**config.mk**
```make
export PLATFORM = sky130hd
export DESIGN_NAME = bhr_ckpt
export DESIGN_NICKNAME = d
export VERILOG_FILES = /design/src/rtl/bhr_ckpt.sv
export SDC_FILE = /design/constraint.sdc
export NUM_CORES = 1
export LEC_CHECK = 0
export BUFFER_PORTS_ARGS = -buffer_cell sky130_fd_sc_hd__buf_2
export CAP_MARGIN = 5
export CELL_PAD_IN_SITES_DETAIL_PLACEMENT = 2
export CELL_PAD_IN_SITES_GLOBAL_PLACEMENT = 2
export CORE_ASPECT_RATIO = 1.1
export CORE_UTILIZATION = 41
export CTS_CLUSTER_SIZE = 28
export DETAILED_ROUTE_END_ITERATION = 8
export PLACE_DENSITY_LB_ADDON = 0.2
export SYNTH_ARGS = -nofsm -noshare
export SYNTH_HDL_FRONTEND = slang
export SYNTH_SLANG_ARGS = --single-unit
```
**constraint.sdc**
```tcl
create_clock -name clock -period 4.9 [get_ports clock]
set_clock_uncertainty 0.15 [all_clocks]
set_input_delay 0.245 -clock clock [delete_from_list [all_inputs] [get_ports clock]]
set_output_delay 0.245 -clock clock [all_outputs]
set_load 0.005 [all_outputs]
```
**src/rtl/bhr_ckpt.sv**
```systemverilog
`default_nettype none
// ============================================================================
// Module   : bhr_ckpt
// Purpose  : Speculative global branch-history register with a circular
//            checkpoint buffer. Fetch shifts predicted directions into the
//            speculative history and saves the pre-prediction history per
//            branch; execute mispredicts restore from the checkpoint; retire
//            advances the architectural history; flush copies it back.
// Revision : 1.0 - initial release
// ============================================================================
module bhr_ckpt #(
    parameter int DEPTH = 8,
    parameter int CKPTS = 8,
    localparam int CW   = $clog2(CKPTS)
) (
    input  logic             clock,
    input  logic             reset,
    input  logic             pred_valid,
    input  logic             pred_taken,
    output logic             pred_ready,
    output logic [CW-1:0]    pred_tag,
    output logic [DEPTH-1:0] pred_bhr,
    input  logic             resolve_valid,
    input  logic [CW-1:0]    resolve_tag,
    input  logic             resolve_mispredict,
    input  logic             resolve_taken,
    input  logic             retire_valid,
    input  logic             retire_taken,
    input  logic             flush,
    output logic [DEPTH-1:0] spec_bhr,
    output logic [DEPTH-1:0] arch_bhr,
    output logic [CW:0]      count,
    output logic             full,
    output logic             empty
);

    localparam logic [CW:0]   C_CNT_FULL = (CW+1)'(CKPTS);
    localparam logic [CW:0]   C_CNT_ONE  = (CW+1)'(1);
    localparam logic [CW-1:0] C_PTR_ONE  = CW'(1);

    logic [DEPTH-1:0] spec_q, spec_d;
    logic [DEPTH-1:0] arch_q, arch_d;
    logic [DEPTH-1:0] ckpt_q [CKPTS];
    logic [DEPTH-1:0] ckpt_d [CKPTS];
    logic [CW-1:0]    head_q, head_d;
    logic [CW-1:0]    tail_q, tail_d;
    logic [CW:0]      count_q, count_d;

    logic             w_full;
    logic             w_empty;
    logic             w_retire;
    logic [CW-1:0]    w_off;
    logic             w_live;
    logic             w_mispredict;
    logic             w_pred_ok;
    logic [CW:0]      w_span;
    logic [CW:0]      w_ret_dec;

    // Occupancy flags, resolve-tag liveness and the arbitration terms.
    // A tag is live when its distance from head is below the occupancy;
    // with count == CKPTS every slot is live.
    always_comb begin
        w_full       = (count_q == C_CNT_FULL);
        w_empty      = (count_q == '0);
        w_retire     = retire_valid && !w_empty;
        w_off        = resolve_tag - head_q;
        w_live       = !w_empty && ({1'b0, w_off} < count_q);
        w_mispredict = resolve_valid && resolve_mispredict && w_live;
        w_pred_ok    = !w_full && !flush && !w_mispredict;
        // Distance head..tag inclusive; the extra bit turns a wrapped 0 into CKPTS.
        w_span       = {1'b0, w_off} + C_CNT_ONE;
        w_ret_dec    = {{CW{1'b0}}, w_retire};
    end

    // Next-state computation: retire is independent, then flush > mispredict > prediction.
    always_comb begin
        arch_d  = arch_q;
        head_d  = head_q;
        spec_d  = spec_q;
        tail_d  = tail_q;
        count_d = count_q - w_ret_dec;
        for (int i = 0; i < CKPTS; i++) begin
            ckpt_d[i] = ckpt_q[i];
        end

        if (w_retire) begin
            arch_d = DEPTH'({arch_q, retire_taken});
            head_d = head_q + C_PTR_ONE;
        end

        if (flush) begin
            spec_d  = arch_d;
            tail_d  = head_d;
            count_d = '0;
        end else if (w_mispredict) begin
            // Youngest surviving branch is the mispredicting one; everything after it is freed.
            spec_d  = DEPTH'({ckpt_q[resolve_tag], resolve_taken});
            tail_d  = resolve_tag + C_PTR_ONE;
            count_d = w_span - w_ret_dec;
        end else if (pred_valid && w_pred_ok) begin
            ckpt_d[tail_q] = spec_q;
            spec_d         = DEPTH'({spec_q, pred_taken});
            tail_d         = tail_q + C_PTR_ONE;
            count_d        = count_q + C_CNT_ONE - w_ret_dec;
        end
    end

    // State registers with asynchronous clear of history, pointers and checkpoints.
    always_ff @(posedge clock or posedge reset) begin
        if (reset) begin
            spec_q  <= '0;
            arch_q  <= '0;
            head_q  <= '0;
            tail_q  <= '0;
            count_q <= '0;
            for (int i = 0; i < CKPTS; i++) begin
                ckpt_q[i] <= '0;
            end
        end else begin
            spec_q  <= spec_d;
            arch_q  <= arch_d;
            head_q  <= head_d;
            tail_q  <= tail_d;
            count_q <= count_d;
            for (int i = 0; i < CKPTS; i++) begin
                ckpt_q[i] <= ckpt_d[i];
            end
        end
    end

    // Output mapping; pred_ready depends only on state, flush and resolve inputs.
    always_comb begin
        pred_ready = w_pred_ok;
        pred_tag   = tail_q;
        pred_bhr   = spec_q;
        spec_bhr   = spec_q;
        arch_bhr   = arch_q;
        count      = count_q;
        full       = w_full;
        empty      = w_empty;
    end

endmodule
`default_nettype wire

```
==> impl_metrics.toml <==
[placement]
hpwl_microns = 7938
io_buffers = 46
pre_cts_slack_ps = 672.7
place.gp.congestion = 0.7343

[synth]
synth_top_area_cell = "dfrtp_1"
yosysTopAreaCellShare_pct = 46.04
netlist_area_sq_mm = 0.004457
yosys-top-cells-area = "dfrtp_1 (46%), mux2_2 (12%), mux2_4 (7.1%), mux4_2 (7.1%), ha_1 (4.2%)"
synth_cell_types = 48
synth-edff-count = 0
yosysMostFrequentCell = "dfrtp_1"
yosysWarnings = 0
synth_cells = 348
ys_ff_latch = 82
synth_ff_type = "dfrtp_1"
avgSynthCellArea_sq_um = 12.81
synth_common_cells = "dfrtp_1 (82), mux2_2 (49), nand2_1 (25)"
synthArstFlopShare_pct = 100.0
syn-num-nets = 377
yosysSeqAreaShare_pct = 46.04

[critical_path]
slowest_stage = "or4_1"
crit_type = "flop to flop"
crit_chain = "ha_1 > inv_1 > fa_1 > xor2_1 > xnor2_1 > ha_1 > or2_2 > o311a_1 > or2_1 > nand2_1 > o21ai_0 > ha_1 > xnor2_1 > or4_1 > a2bb2oi_1 > a32oi_1 > o21a_1"
cp_top_family = "simple AND/OR/NAND/NOR gates"
critPathArrivalTime_ps = 4320
crit_path_frequent_cell = "ha_1"
max_stage_delay_ps = 420
cp.required_ps = 5030
cp_max_fo = 11
crit_buf_inv = 1
start_kind = "flop"
endpoint_kind = "flop"

[drt]
postRouteAntennaNets = 0
num_vias = 2851
routedWlPerCell_microns = 21.66
drc = 0
via_per_inst = 5.430
drt-initial-drc-count = 106
totalWireLength_microns = 11370
drtPass1Iterations = 4

[clock_tree]
clk_pin_slew_worst_paths_ps = 60
postCtsSetupBuffers = 0
clockRootBuffer = "clkbuf_16"
clock_sinks = 82
insertion_delay_ps = 340
cts_max_level = 3
clockBufferDepth = 2
cts_tree = "built"
numCtsBuffers = 9

[pwr]
p_leak_nw = 2.359
ir_drop_mv = 0.2044
powerDensity_mw_per_mm2 = 634.1

[sta]
period_share_pct = 85.60
worst_slack_ps = 705.5
hold_viol = 0
fmax_ghz = 0.2384
tightest_slew_ps = 832.3
timing.setup.tns_ps = 0
post-route-min-period_ps = 4195
slew_headroom_pct = 44.52
maxSlewViolCount = 0
rsz0062_at_grt = "false"
setup_viol = 0

[die]
fp.dieH_microns = 111.4
rows = 39
core_area_sq_mm = 0.01049
start_util_pct = 42.48
io_pins = 47
dieWidth_microns = 101.4
dieArea_sq_mm = 0.01129

[grt]
grt_max_degree = 58
grtUsageTotal_pct = 22.30
antenna_found_initial = 0
grt_pass1_wl_microns = 18590
grt_pass1_vias = 3179
grt.overflow.total = 0

[status]
status = "complete, no violations"

[hold_path]
min_path_type = "input port to flop"

[flow_run]
drv_cap = 0

[cells_and_area]
nNetsFinal = 406
drive_gt1_share_pct = 40.58
antenna_cells = 0
area_delta_synth_final_pct = 12.02
==> cell type report <==
cell class	instances	area, sq um
Inverter	14	53.80
Clock inverter	3	40.04
Timing Repair Buffer	52	277.8
Multi-Input combinational cell	218	2150
Clock buffer	13	240.2
Tap cell	143	178.9
Fill cell	1052	5499
Sequential cell	82	2052
==> power by group <==
group | switching, mW | internal (mW) | leakage (nW)
Combinational | 0.541 | 0.686 | 1.18
Clock | 0.261 | 0.394 | 0.138
Sequential | 0.311 | 0.973 | 1.04
==> cell families after synthesis <==
logic type / synth area share, %
AOI/OAI and AO/OA: 5.812
xor gates and xnor gates: 1.769
adders and majority gates: 4.660
buffers and inverters: 5.839
DFF: 46.04
muxes: 27.43
and+or+nand+nor: 8.451
==> registers in the layout (all words and copies together), names as in the netlist <==
signal and cells:
pred_tag 3, count 4, pred_bhr 8, arch_bhr 8
head_q 3, ckpt_q 56
==> final timing paths <==
check | slack (ps) | cells after the start | endpoint | startpoint
setup / recovery | 710 | 17 | pred_tag[2] | head_q[0]
hold / removal | 20 | 2 | arch_bhr[0] | retire_taken
setup reg to reg | 710 | 17 | pred_tag[2] | head_q[0]
hold reg to reg | 350 | 1 | ckpt_q[14] | ckpt_q[14]
max in group asynchronous | 3200 | 4 | ckpt_q[33] | reset
min in group asynchronous | 310 | 3 | arch_bhr[1] | reset
==> stage by stage <==
stage / instances / total power [mW] / area (sq um) / util [%] / hold WS (ps)
after floorplan: 348 / 2.127 / 4457 / - / 262.2
after global placement: 508 / 2.452 / 4702 / 44.82 / 107.2
after detailed placement: 508 / 2.531 / 4702 / 44.82 / 120.0
after CTS: 525 / 3.216 / 4992 / 47.59 / 15.16
after global routing: 525 / 3.400 / 4992 / 47.59 / 18.89
final: 525 / 3.166 / 4992 / 47.59 / 16.23
==> timing repair <==
action | 4_1_cts | 5_1_grt
endpoints found under the hold margin | 25 | 0
setup endpoints to repair | 0 | 0
hold buffers | 1 | 0
resized for setup | 0 | 0
==> per-layer routing <==
| metal | part of all wire [%] | vias to the layer above | global-route usage [%] | routed length (microns) |
|---|---|---|---|---|
| li1 | - | 1289 | - | - |
| met4 | 1.5 | 0 | 7.053 | 170 |
| met5 | 0 | - | 0 | 0 |
| met3 | 2.3 | 15 | 2.888 | 260 |
| met2 | 53 | 46 | 38.46 | 6003 |
| met1 | 43 | 1501 | 28.89 | 4937 |
==> layout by cell type (no fill, tap or decap), types with 8 or more instances in the layout <==
cell type  count
mux2_2        49
mux4_2        14
o21ai_0        8
ha_1          15
dfrtp_1       82
mux2_4        21
nand2_1       25
clkbuf_16      9
buf_2         46
inv_1         13
nor2_1        10
(Power assumes the default switching activity.)
